## src/rtl/adapter_axi_stream_2_ppfifo_pkg.sv

```systemverilog
// Shared types and constants for the AXI Stream to ping-pong FIFO ingress adapter.
// Holds the FSM encoding, PPFIFO size width and the write-buffer selection helper.
package adapter_axi_stream_2_ppfifo_pkg;

    localparam int PPFIFO_SIZE_W = 24;

    localparam logic [1:0] NO_BUF = 2'b00;
    localparam logic [1:0] BUF0   = 2'b01;
    localparam logic [1:0] BUF1   = 2'b10;

    typedef enum logic [1:0] {
        ST_IDLE  = 2'd0,
        ST_FILL  = 2'd1,
        ST_FLUSH = 2'd2
    } state_t;

    // Buffer 0 wins when both write buffers are ready.
    function automatic logic [1:0] buf_select(input logic [1:0] rdy);
        if (rdy[0]) begin
            return BUF0;
        end else if (rdy[1]) begin
            return BUF1;
        end
        return NO_BUF;
    endfunction

endpackage

```

## src/rtl/adapter_axi_stream_2_ppfifo.sv

```systemverilog
// AXI Stream ingress into the write side of a dual-buffer ping-pong FIFO.
// Define AXIS2PPFIFO_TLAST_RELEASE_EN to close the current buffer early on tlast.
//
// state    | meaning
// ---------+-------------------------------------------------------------
// ST_IDLE  | no buffer held; grab a ready buffer and reset the word count
// ST_FILL  | buffer active; accept beats while count < buffer size
// ST_FLUSH | last write strobe in flight; drop act, return to idle
module adapter_axi_stream_2_ppfifo
    import adapter_axi_stream_2_ppfifo_pkg::*;
#(
    parameter int DATA_WIDTH             = 32,
    parameter int STROBE_WIDTH           = DATA_WIDTH / 8,
    parameter int USER_COUNT             = 1,
    parameter int MAP_AXI_USER_TO_PPFIFO = 1
) (
    input  logic                           i_axi_clk,
    input  logic                           rst_n,

    input  logic [1:0]                     i_ppfifo_rdy,
    output logic [1:0]                     o_ppfifo_act,
    input  logic [PPFIFO_SIZE_W-1:0]       i_ppfifo_size,
    output logic                           o_ppfifo_stb,
    output logic [DATA_WIDTH+USER_COUNT-1:0] o_ppfifo_data,

    output logic                           o_axi_ready,
    input  logic                           i_axi_valid,
    input  logic [DATA_WIDTH-1:0]          i_axi_data,
    input  logic [STROBE_WIDTH-1:0]        i_axi_keep,
    input  logic [3:0]                     i_axi_user,
    input  logic                           i_axi_last,

    output logic [PPFIFO_SIZE_W-1:0]       o_buffer_count
);

    state_t                   state;
    state_t                   state_nxt;
    logic [PPFIFO_SIZE_W-1:0] count;
    logic                     grab;
    logic                     handshake;
    logic                     tlast_close;
    logic [USER_COUNT-1:0]    user_field;
    logic                     unused_inputs;

`ifdef AXIS2PPFIFO_TLAST_RELEASE_EN
    assign tlast_close = i_axi_last;
`else
    assign tlast_close = 1'b0;
`endif

    assign user_field = (MAP_AXI_USER_TO_PPFIFO != 0) ? i_axi_user[USER_COUNT-1:0] : '0;

    // tkeep is not interpreted: every beat is stored as a full word.
    assign unused_inputs = ^{i_axi_keep, i_axi_user, i_axi_last};

    assign o_buffer_count = count;

    always_ff @(posedge i_axi_clk or negedge rst_n) begin
        if (!rst_n) begin
            state <= ST_IDLE;
        end else begin
            state <= state_nxt;
        end
    end

    always_comb begin
        state_nxt   = state;
        o_axi_ready = 1'b0;
        handshake   = 1'b0;
        grab        = 1'b0;
        case (state)
            ST_IDLE: begin
                if ((o_ppfifo_act == NO_BUF) && (i_ppfifo_rdy != 2'b00)) begin
                    grab      = 1'b1;
                    state_nxt = ST_FILL;
                end
            end
            ST_FILL: begin
                o_axi_ready = (count < i_ppfifo_size);
                handshake   = i_axi_valid & o_axi_ready;
                if (handshake) begin
                    if (((count + 24'd1) == i_ppfifo_size) || tlast_close) begin
                        state_nxt = ST_FLUSH;
                    end
                end else if (!o_axi_ready) begin
                    state_nxt = ST_FLUSH;
                end
            end
            ST_FLUSH: begin
                state_nxt = ST_IDLE;
            end
            default: begin
                state_nxt = ST_IDLE;
            end
        endcase
    end

    // The final strobe lands in ST_FLUSH while act is still high.
    always_ff @(posedge i_axi_clk or negedge rst_n) begin
        if (!rst_n) begin
            o_ppfifo_act  <= NO_BUF;
            o_ppfifo_stb  <= 1'b0;
            o_ppfifo_data <= '0;
            count         <= '0;
        end else begin
            o_ppfifo_stb <= 1'b0;
            if (grab) begin
                o_ppfifo_act <= buf_select(i_ppfifo_rdy);
                count        <= '0;
            end
            if (handshake) begin
                o_ppfifo_stb  <= 1'b1;
                o_ppfifo_data <= {user_field, i_axi_data};
                count         <= count + 24'd1;
            end
            if (state == ST_FLUSH) begin
                o_ppfifo_act <= NO_BUF;
            end
        end
    end

endmodule

```

## config.mk

```make
export PLATFORM = sky130hd
export DESIGN_NAME = adapter_axi_stream_2_ppfifo
export DESIGN_NICKNAME = d
export VERILOG_FILES = /design/src/rtl/adapter_axi_stream_2_ppfifo_pkg.sv /design/src/rtl/adapter_axi_stream_2_ppfifo.sv
export SDC_FILE = /design/constraint.sdc
export NUM_CORES = 1
export LEC_CHECK = 0
export BUFFER_PORTS_ARGS = -buffer_cell sky130_fd_sc_hd__buf_2
export CAP_MARGIN = 20
export CORE_MARGIN = 2
export CORE_UTILIZATION = 40
export DETAILED_ROUTE_END_ITERATION = 7
export PLACE_DENSITY_LB_ADDON = 0.25
export SYNTH_ARGS = -nofsm -noshare
export SYNTH_HDL_FRONTEND = slang
export SYNTH_SLANG_ARGS = --single-unit
```

## constraint.sdc

```tcl
create_clock -name i_axi_clk -period 6.75 [get_ports i_axi_clk]
set_clock_uncertainty 0.2 [all_clocks]
set_input_delay 1.35 -clock i_axi_clk [delete_from_list [all_inputs] [get_ports i_axi_clk]]
set_output_delay 1.35 -clock i_axi_clk [all_outputs]
set_load 0.05 [all_outputs]
```

==> impl_metrics.json, run 1 <==
{
  "cts_hold_buf": 0,
  "setup_viol": 0,
  "clock-sinks": 62,
  "min_period_over_period": 0.758,
  "finalSetupTns_ps": 0,
  "finalPower_mw": 1.79,
  "cts_root_buf": "clkbuf_8",
  "yosysUniqueCellTypes": 54,
  "worst_path_max_delay_cell": "o41ai_1",
  "post_cts_resized": 0,
  "clk_pin_slew_ps": 70,
  "nets": 700,
  "grt_pass1_vias": 3659,
  "grt_pass1_wl_um": 17600,
  "cp-end-kind": "output pin",
  "drv_cap": 0,
  "drc": 0,
  "ys_seq_elements": 62,
  "critical_path_class": "input port to output pin",
  "io_pins": 131,
  "start_util": 0.416,
  "core-area_um2": 9860,
  "die_y_um": 105,
  "syn_nets": 587,
  "htree_levels": 3,
  "grt_use_total": 0.196,
  "numPortBuffers": 122,
  "max_freq_mhz": 195,
  "maxSlewViolCount": 0,
  "rsz0062_at_grt": "false",
  "path_common_cell": "buf_2",
  "required_ps": 5200,
  "num_vias": 3806,
  "cts_tree": "built",
  "hold_viol": 0,
  "syn_inst": 492,
  "num_antenna_cells": 0,
  "startpoint_type": "input port",
  "rrSetupSlack_ps": 3300,
  "hold-path-endpoint": "o_ppfifo_data[3]",
  "yosysSeqAreaShare": 0.378,
  "fin_crit_ps": 5120,
  "crit_fanout": 2,
  "clockBufferDepth": 2,
  "p_per_area_nw_per_um2": 355,
  "dp_worst_setup_slack_ps": 1600,
  "drive_gt1_frac": 0.251,
  "ys.flop_type": "dfrtp_1",
  "worst_hold_startpoint": "o_ppfifo_data[3]",
  "post_drt_wl_per_cell_um": 14.3,
  "rows": 36,
  "hold_depth": 2,
  "grt_max_degree": 63,
  "timing.rr.start": "o_buffer_count[0]",
  "critPathTopFamily": "compound AO/OA/AOI/OAI gates",
  "hold_class": "flip-flop to flip-flop",
  "async_flop_share": 1.00,
  "drtPass1Iterations": 4,
  "clkLatencyLatePin_ps": 350,
  "peakVddDrop_v": 0.000282,
  "syn_to_final_growth_pct": 22.6,
  "leakagePower_nw": 2.76,
  "avgSynthCellArea_um2": 8.34,
  "final.fill_count": 941,
  "yosys_warnings": 0,
  "final_cell_mix": "nand2_1, buf_2, dfrtp_1, inv_1, nand3_1",
  "routed_wl_um": 10600,
  "antenna_found_initial": 0,
  "antenna_left": 0,
  "max_stage_delay_ps": 520,
  "path_cells": "buf_2 -> inv_1 -> ha_1 -> nor2b_1 -> o211ai_1 -> a21oi_1 -> o41ai_1 -> a2111oi_0 -> nor3_1 -> buf_2",
  "cts_setup_buffers": 0,
  "cts_buffers": 9,
  "cp_num_buf_inv": 3,
  "r2r-end": "state[1]",
  "fin_ws_ps": 1630,
  "synth-edff-count": 0,
  "gp_congestion": 0.845,
  "drt_iter0_drc": 217,
  "layout_commonest_cell": "nand2_1",
  "overflow": 0,
  "status": "complete, no violations",
  "path_depth": 10,
  "arrival_ps": 3570,
  "place_hpwl_um": 7830,
  "worst_pin_slew_ps": 1050,
  "die_w_um": 105,
  "avgViaCountPerCell": 5.12,
  "slew-limit-headroom": 0.296,
  "synth_area_um2": 4100,
  "dieArea_um2": 11100,
  "reg2reg_depth": 9
}
[cell type report]
cell class              instances  area [µm²]  share of cell area
well taps                     133         166              0.0331
multi-input cells             371        2300               0.458
clock buffers                  10         138              0.0274
clock inverters                 6        93.8              0.0187
repair buffers                127         648               0.129
flip-flops and latches         62        1550               0.309
inverters                      34         128              0.0254
[cell families after synthesis]
family / after synthesis / share of synthesized area
and+or+nand+nor: 239 / 0.290
AOI/OAI and AO/OA: 69 / 0.111
DFF: 62 / 0.378
buffers and inverters: 59 / 0.0610
xor gates and xnor gates: 32 / 0.0683
adders and majority gates: 26 / 0.0787
muxes: 5 / 0.0134
[stage by stage]
stage / std cells / instance area, µm² / hold slack [ps] / utilization
global placement: 727 / 4800 / 252 / 0.486
floorplan: 492 / 4100 / 377 / -
CTS: 743 / 5030 / 274 / 0.510
detailed placement: 727 / 4800 / 257 / 0.486
finish: 743 / 5030 / 272 / 0.510
global route: 743 / 5030 / 297 / 0.510
[worst min-delay path, stage by stage (launching register included)]
cell and delay, ps:
dfrtp_1 340, nand2_1 50, nand2_1 50
[cell usage after synthesis (7+ instances only)]
library cell	n	area (µm²)
nor3_1	7	35.0
o21ai_0	11	55.1
nand2_1	128	480
ha_1	25	313
clkbuf_1	7	26.3
nand3_1	29	145
a21o_1	15	113
dfrtp_1	62	1550
buf_2	11	55.1
and3_1	7	43.8
xor2_1	13	114
or3_1	12	75.1
nor2_1	11	41.3
a21oi_1	21	105
inv_1	34	128
xnor2_1	19	166
nand4_1	12	75.1
nor4_1	7	43.8
[layer usage]
layer	part of all wire	global-route usage	up-vias
met2	0.47	0.316	90
met5	0	0	-
li1	-	-	1911
met1	0.47	0.266	1794
met3	0.055	0.0353	11
met4	0.012	0.0619	0
[how the worst max path moves through the flow]
stage,start,endpoint,slack (ps)
3_5_place_dp,i_ppfifo_size[1],o_axi_ready,1600
5_1_grt,i_ppfifo_size[1],o_axi_ready,1470
2_1_floorplan,i_ppfifo_size[1],o_axi_ready,1510
4_1_cts,i_ppfifo_size[1],o_axi_ready,1600
3_3_place_gp,i_ppfifo_size[1],o_axi_ready,1550
6_report,i_ppfifo_size[1],o_axi_ready,1630
[flip-flops by register name, summed over array words and instances (netlist names)]
signal / flops
o_buffer_count: 24
o_ppfifo_act: 2
o_ppfifo_data: 33
o_ppfifo_stb: 1
state: 2
[report_power, final]
part / internal [mW] / switching (mW) / leakage (nW)
clock network: 0.221 / 0.164 / 0.113
logic: 0.203 / 0.636 / 1.84
registers: 0.482 / 0.0798 / 0.807
Note: power is estimated with default switching activity, not from simulation.
==> run 2, diff against run 1 <==
==> constraint.sdc (replaced) <==
create_clock -name i_axi_clk -period 4.3 [get_ports i_axi_clk]
set_clock_uncertainty 0.2 [all_clocks]
set_input_delay 0.86 -clock i_axi_clk [delete_from_list [all_inputs] [get_ports i_axi_clk]]
set_output_delay 0.86 -clock i_axi_clk [all_outputs]
set_load 0.05 [all_outputs]
==> impl_metrics.json, run 2 (synthesis gave the netlist of run 1 again) <==
{
  "status": "complete, no violations",
  "hold_viol": 0,
  "num_antenna_cells": 0,
  "nets": 706,
  "power.share.clock": 0.172,
  "final_cell_mix": "nand2_1, buf_2, dfrtp_1, inv_1, nand3_1",
  "dieArea_um2": 11100,
  "required_ps": 3240,
  "numPortBuffers": 122,
  "largest_register_ffs": 33,
  "post_cts_resized": 0,
  "io_pins": 131,
  "drive_gt1_frac": 0.258,
  "seqCellArea_um2": 1550,
  "crit_fanout": 2,
  "gp_congestion": 0.852,
  "p_seq_frac": 0.326,
  "antenna_found_initial": 0,
  "comb_power_share": 0.502,
  "peakVddDrop_v": 0.000433,
  "drv_cap": 0,
  "hold_class": "flip-flop to flip-flop",
  "reg2reg_depth": 9,
  "intPower_mw": 1.30,
  "cts_setup_buffers": 0,
  "layout_commonest_cell": "nand2_1",
  "grt_max_degree": 59,
  "worst_pin_slew_ps": 765,
  "largest-register": "o_ppfifo_data",
  "multi_input_area_um2": 2300,
  "slew-limit-headroom": 0.490,
  "clock-sinks": 62,
  "leakagePower_nw": 2.77,
  "grt_pass1_vias": 3712,
  "max_freq_mhz": 257,
  "utilization": 0.508,
  "rsz0062_at_grt": "false",
  "finalSetupTns_ps": 0,
  "die_y_um": 105,
  "startpoint_type": "input port",
  "die_w_um": 105,
  "routed_wl_um": 10900,
  "drc": 0,
  "clockBufferDepth": 2,
  "arrival_ps": 2840,
  "fin_crit_ps": 3900,
  "place_hpwl_um": 8060,
  "cts_root_buf": "clkbuf_8",
  "rows": 36,
  "drt_iter0_drc": 216,
  "cts_tree": "built",
  "p_switching_mw": 1.39,
  "maxSlewViolCount": 0,
  "critical_path_class": "input port to output pin",
  "hold_depth": 2,
  "swShare": 0.516,
  "p_per_area_nw_per_um2": 537,
  "drtPass1Iterations": 5,
  "overflow": 0,
  "post_drt_wl_per_cell_um": 14.5,
  "clk_pin_slew_ps": 70,
  "grt_use_total": 0.202,
  "cts_hold_buf": 0,
  "grt_pass1_wl_um": 18200,
  "avgViaCountPerCell": 5.13,
  "num_vias": 3842,
  "setup_viol": 0,
  "syn_to_final_growth_pct": 22.3,
  "antenna_left": 0,
  "clkLatencyLatePin_ps": 340,
  "start_util": 0.416,
  "htree_levels": 3,
  "final.fill_count": 969,
  "cts_buffers": 9,
  "min_period_over_period": 0.906,
  "cp-end-kind": "output pin",
  "core-area_um2": 9860
}
run 2: changes by cell type in the layout (fill, tap and decap cells not counted):
cell,before,now
bufinv_16,2,0
clkinvlp_4,1,0
clkinv_2,0,3
clkinv_4,2,3
buf_4,5,11
clkbuf_8,10,9
run 2: worst paths after layout:
kind | from | slack, ps | to
worst max-delay path | i_ppfifo_size[1] | 400 | o_axi_ready
worst min-delay path | o_ppfifo_data[14] | 270 | o_ppfifo_data[14]
worst max register to register | o_buffer_count[0] | 780 | state[1]
worst min register to register | o_ppfifo_data[14] | 270 | o_ppfifo_data[14]
max in group asynchronous | rst_n | 2770 | o_ppfifo_data[16]
min in group asynchronous | rst_n | 380 | o_ppfifo_data[12]
run 2: final cells by class:
type,instances,share of cell area
Sequential cell,62,0.309
Timing Repair Buffer,133,0.138
Multi-Input combinational cell,371,0.459
Inverter,34,0.0254
Clock buffer,9,0.0247
Tap cell,133,0.0332
Clock inverter,7,0.00998
run 2: per-layer routing:
metal | GRT usage | up-vias | share of wire
li1 | - | 1923 | -
met1 | 0.273 | 1801 | 0.45
met2 | 0.324 | 104 | 0.48
met3 | 0.0464 | 14 | 0.058
met4 | 0.0543 | 0 | 0.012
met5 | 0 | - | 0
run 2: metrics by stage:
stage	power, mW	std cells	cell area (µm²)	setup slack (ps)	hold slack, ps
floorplan	1.87	492	4100	44.5	364
global placement	2.22	733	4840	394	252
detailed placement	2.25	733	4840	399	257
CTS	2.72	749	5020	372	278
global route	2.86	749	5020	271	295
finish	2.69	749	5020	402	272
run 2: worst max-delay path, cell delays in order:
cell and delay (ps):
buf_2 90, inv_1 40, ha_1 270, nor2b_1 120, o211ai_1 160, a21oi_1 100
o41ai_1 330, buf_4 180, a2111oi_0 80, nor3_1 190, buf_4 150, buf_2 250
run 2: power groups by stage:
stage	clock network, mW	logic [mW]	registers (mW)
2_1_floorplan	0	0.417	1.46
3_3_place_gp	0	1.34	0.878
3_5_place_dp	0	1.36	0.882
4_1_cts	0.481	1.36	0.877
5_1_grt	0.510	1.45	0.901
6_report	0.463	1.35	0.877
==> run 3, diff against run 2 <==
--- a/config.mk
+++ b/config.mk
@@ -9,8 +9,10 @@
 export CAP_MARGIN = 20
 export CORE_MARGIN = 2
 export CORE_UTILIZATION = 40
+export CTS_BUF_LIST = sky130_fd_sc_hd__clkbuf_8
 export DETAILED_ROUTE_END_ITERATION = 7
 export PLACE_DENSITY_LB_ADDON = 0.25
+export RECOVER_POWER = 100
 export SYNTH_ARGS = -nofsm -noshare
 export SYNTH_HDL_FRONTEND = slang
 export SYNTH_SLANG_ARGS = --single-unit
==> impl_metrics.json, run 3 (synthesis gave the netlist of run 1 again) <==
{
  "cp-end-kind": "output pin",
  "clkLatencyLatePin_ps": 340,
  "cts_setup_buffers": 0,
  "violations": "max-capacitance violations, max-slew violations",
  "swShare": 0.528,
  "p_seq_frac": 0.334,
  "hold_class": "flip-flop to flip-flop",
  "r2r-end": "state[1]",
  "worstSetupStartpoint": "i_ppfifo_size[1]",
  "drt_iter0_drc": 200,
  "p_per_area_nw_per_um2": 538,
  "timing.rr.start": "o_buffer_count[0]",
  "reg2reg_depth": 9,
  "startpoint_type": "input port",
  "numPortBuffers": 122,
  "slew-limit-headroom": -0.227,
  "nets": 706,
  "arrival_ps": 2880,
  "crit_fanout": 2,
  "min_period_over_period": 0.917,
  "p_switching_mw": 1.39,
  "cts_buffers": 9,
  "drive_gt1_frac": 0.149,
  "place_hpwl_um": 8060,
  "io_pins": 131,
  "rows": 36,
  "antenna_found_initial": 0,
  "peakVddDrop_v": 0.000425,
  "grt_pass1_wl_um": 18200,
  "leakagePower_nw": 2.51,
  "largest-register": "o_ppfifo_data",
  "htree_levels": 3,
  "die_w_um": 105,
  "antenna_left": 0,
  "worst_pin_slew_ps": 1840,
  "grt_max_degree": 59,
  "cts_hold_buf": 0,
  "final_cell_mix": "nand2_1, clkbuf_1, dfrtp_1, buf_2, inv_1",
  "rrSetupSlack_ps": 480,
  "hold_depth": 2,
  "grt_pass1_vias": 3712,
  "drc": 0,
  "die_y_um": 105,
  "core-area_um2": 9860,
  "hold_viol": 0,
  "overflow": 0,
  "routed_wl_um": 10900,
  "syn_to_final_growth_pct": 19.6,
  "status": "complete, but fails checks",
  "clockBufferDepth": 2,
  "rsz0062_at_grt": "false",
  "drv_cap": 1,
  "critical_path_class": "input port to output pin",
  "cts_tree": "built",
  "maxSlewViolCount": 34,
  "clk_pin_slew_ps": 80,
  "hold-path-endpoint": "o_ppfifo_data[3]",
  "largest_register_ffs": 33,
  "worst_hold_startpoint": "o_ppfifo_data[3]",
  "start_util": 0.416,
  "layout_commonest_cell": "nand2_1",
  "max_freq_mhz": 254,
  "finalSetupTns_ps": 0,
  "clock-sinks": 62,
  "required_ps": 3240,
  "final_cells": 749,
  "drtPass1Iterations": 4,
  "grt_use_total": 0.202,
  "gp_congestion": 0.852,
  "fin_area_um2": 4910,
  "fin_crit_ps": 3940,
  "comb_power_share": 0.491,
  "post-place-cells": 733,
  "post_drt_wl_per_cell_um": 14.6,
  "dieArea_um2": 11100,
  "post_cts_resized": 0,
  "finalPower_mw": 2.64,
  "num_vias": 3864,
  "final.fill_count": 1010,
  "place_area_um2": 4840,
  "avgViaCountPerCell": 5.16,
  "power.share.clock": 0.175,
  "num_antenna_cells": 0,
  "setup_viol": 0,
  "intPower_mw": 1.25,
  "cts_root_buf": "clkbuf_8"
}
-- run 3: critical path, stage by stage --
cell	delay, ps
clkbuf_1	110
inv_1	50
ha_1	270
nor2b_1	120
o211ai_1	160
a21oi_1	100
o41ai_1	330
buf_4	180
a2111oi_0	80
nor3_1	190
buf_4	150
clkbuf_2	270
-- run 3: area by class of cell --
type / count / area, µm² / area share
clock buffer: 9 / 124 / 0.0252
clock inverter: 7 / 50.0 / 0.0102
inverter: 34 / 128 / 0.0260
multi-input combinational: 371 / 2290 / 0.467
sequential: 62 / 1550 / 0.316
tap: 133 / 166 / 0.0339
timing repair buffer: 133 / 598 / 0.122
-- run 3: metal layers --
layer  global-route usage  part of all wire  up-vias  wire length [µm]
met1                0.273              0.44     1809              4800
met4               0.0543             0.014        0               154
met2                0.324              0.48      112              5190
li1                     -                 -     1927                 -
met3               0.0464             0.070       16               760
met5                    0                 0        -                 0
-- run 3: worst max-delay path by stage --
stage                  end  slack (ps)
5_1_grt           state[1]         170
3_5_place_dp   o_axi_ready         400
3_3_place_gp   o_axi_ready         390
4_1_cts        o_axi_ready         370
2_1_floorplan  o_axi_ready          40
6_report       o_axi_ready         360
-- run 3: power by group through the flow --
stage          Clock (mW)  Sequential [mW]  Combinational, mW
3_5_place_dp            0            0.882               1.36
4_1_cts             0.481            0.877               1.36
6_report            0.462            0.882               1.30
2_1_floorplan           0             1.46              0.417
5_1_grt             0.510            0.906               1.40
3_3_place_gp            0            0.878               1.34
-- run 3: through the flow --
step	setup slack (ps)	util	hold slack [ps]
after floorplan	44.5	-	364
after global placement	394	0.491	252
after detailed placement	399	0.491	257
after CTS	372	0.508	278
after global routing	170	0.497	300
final	357	0.497	278
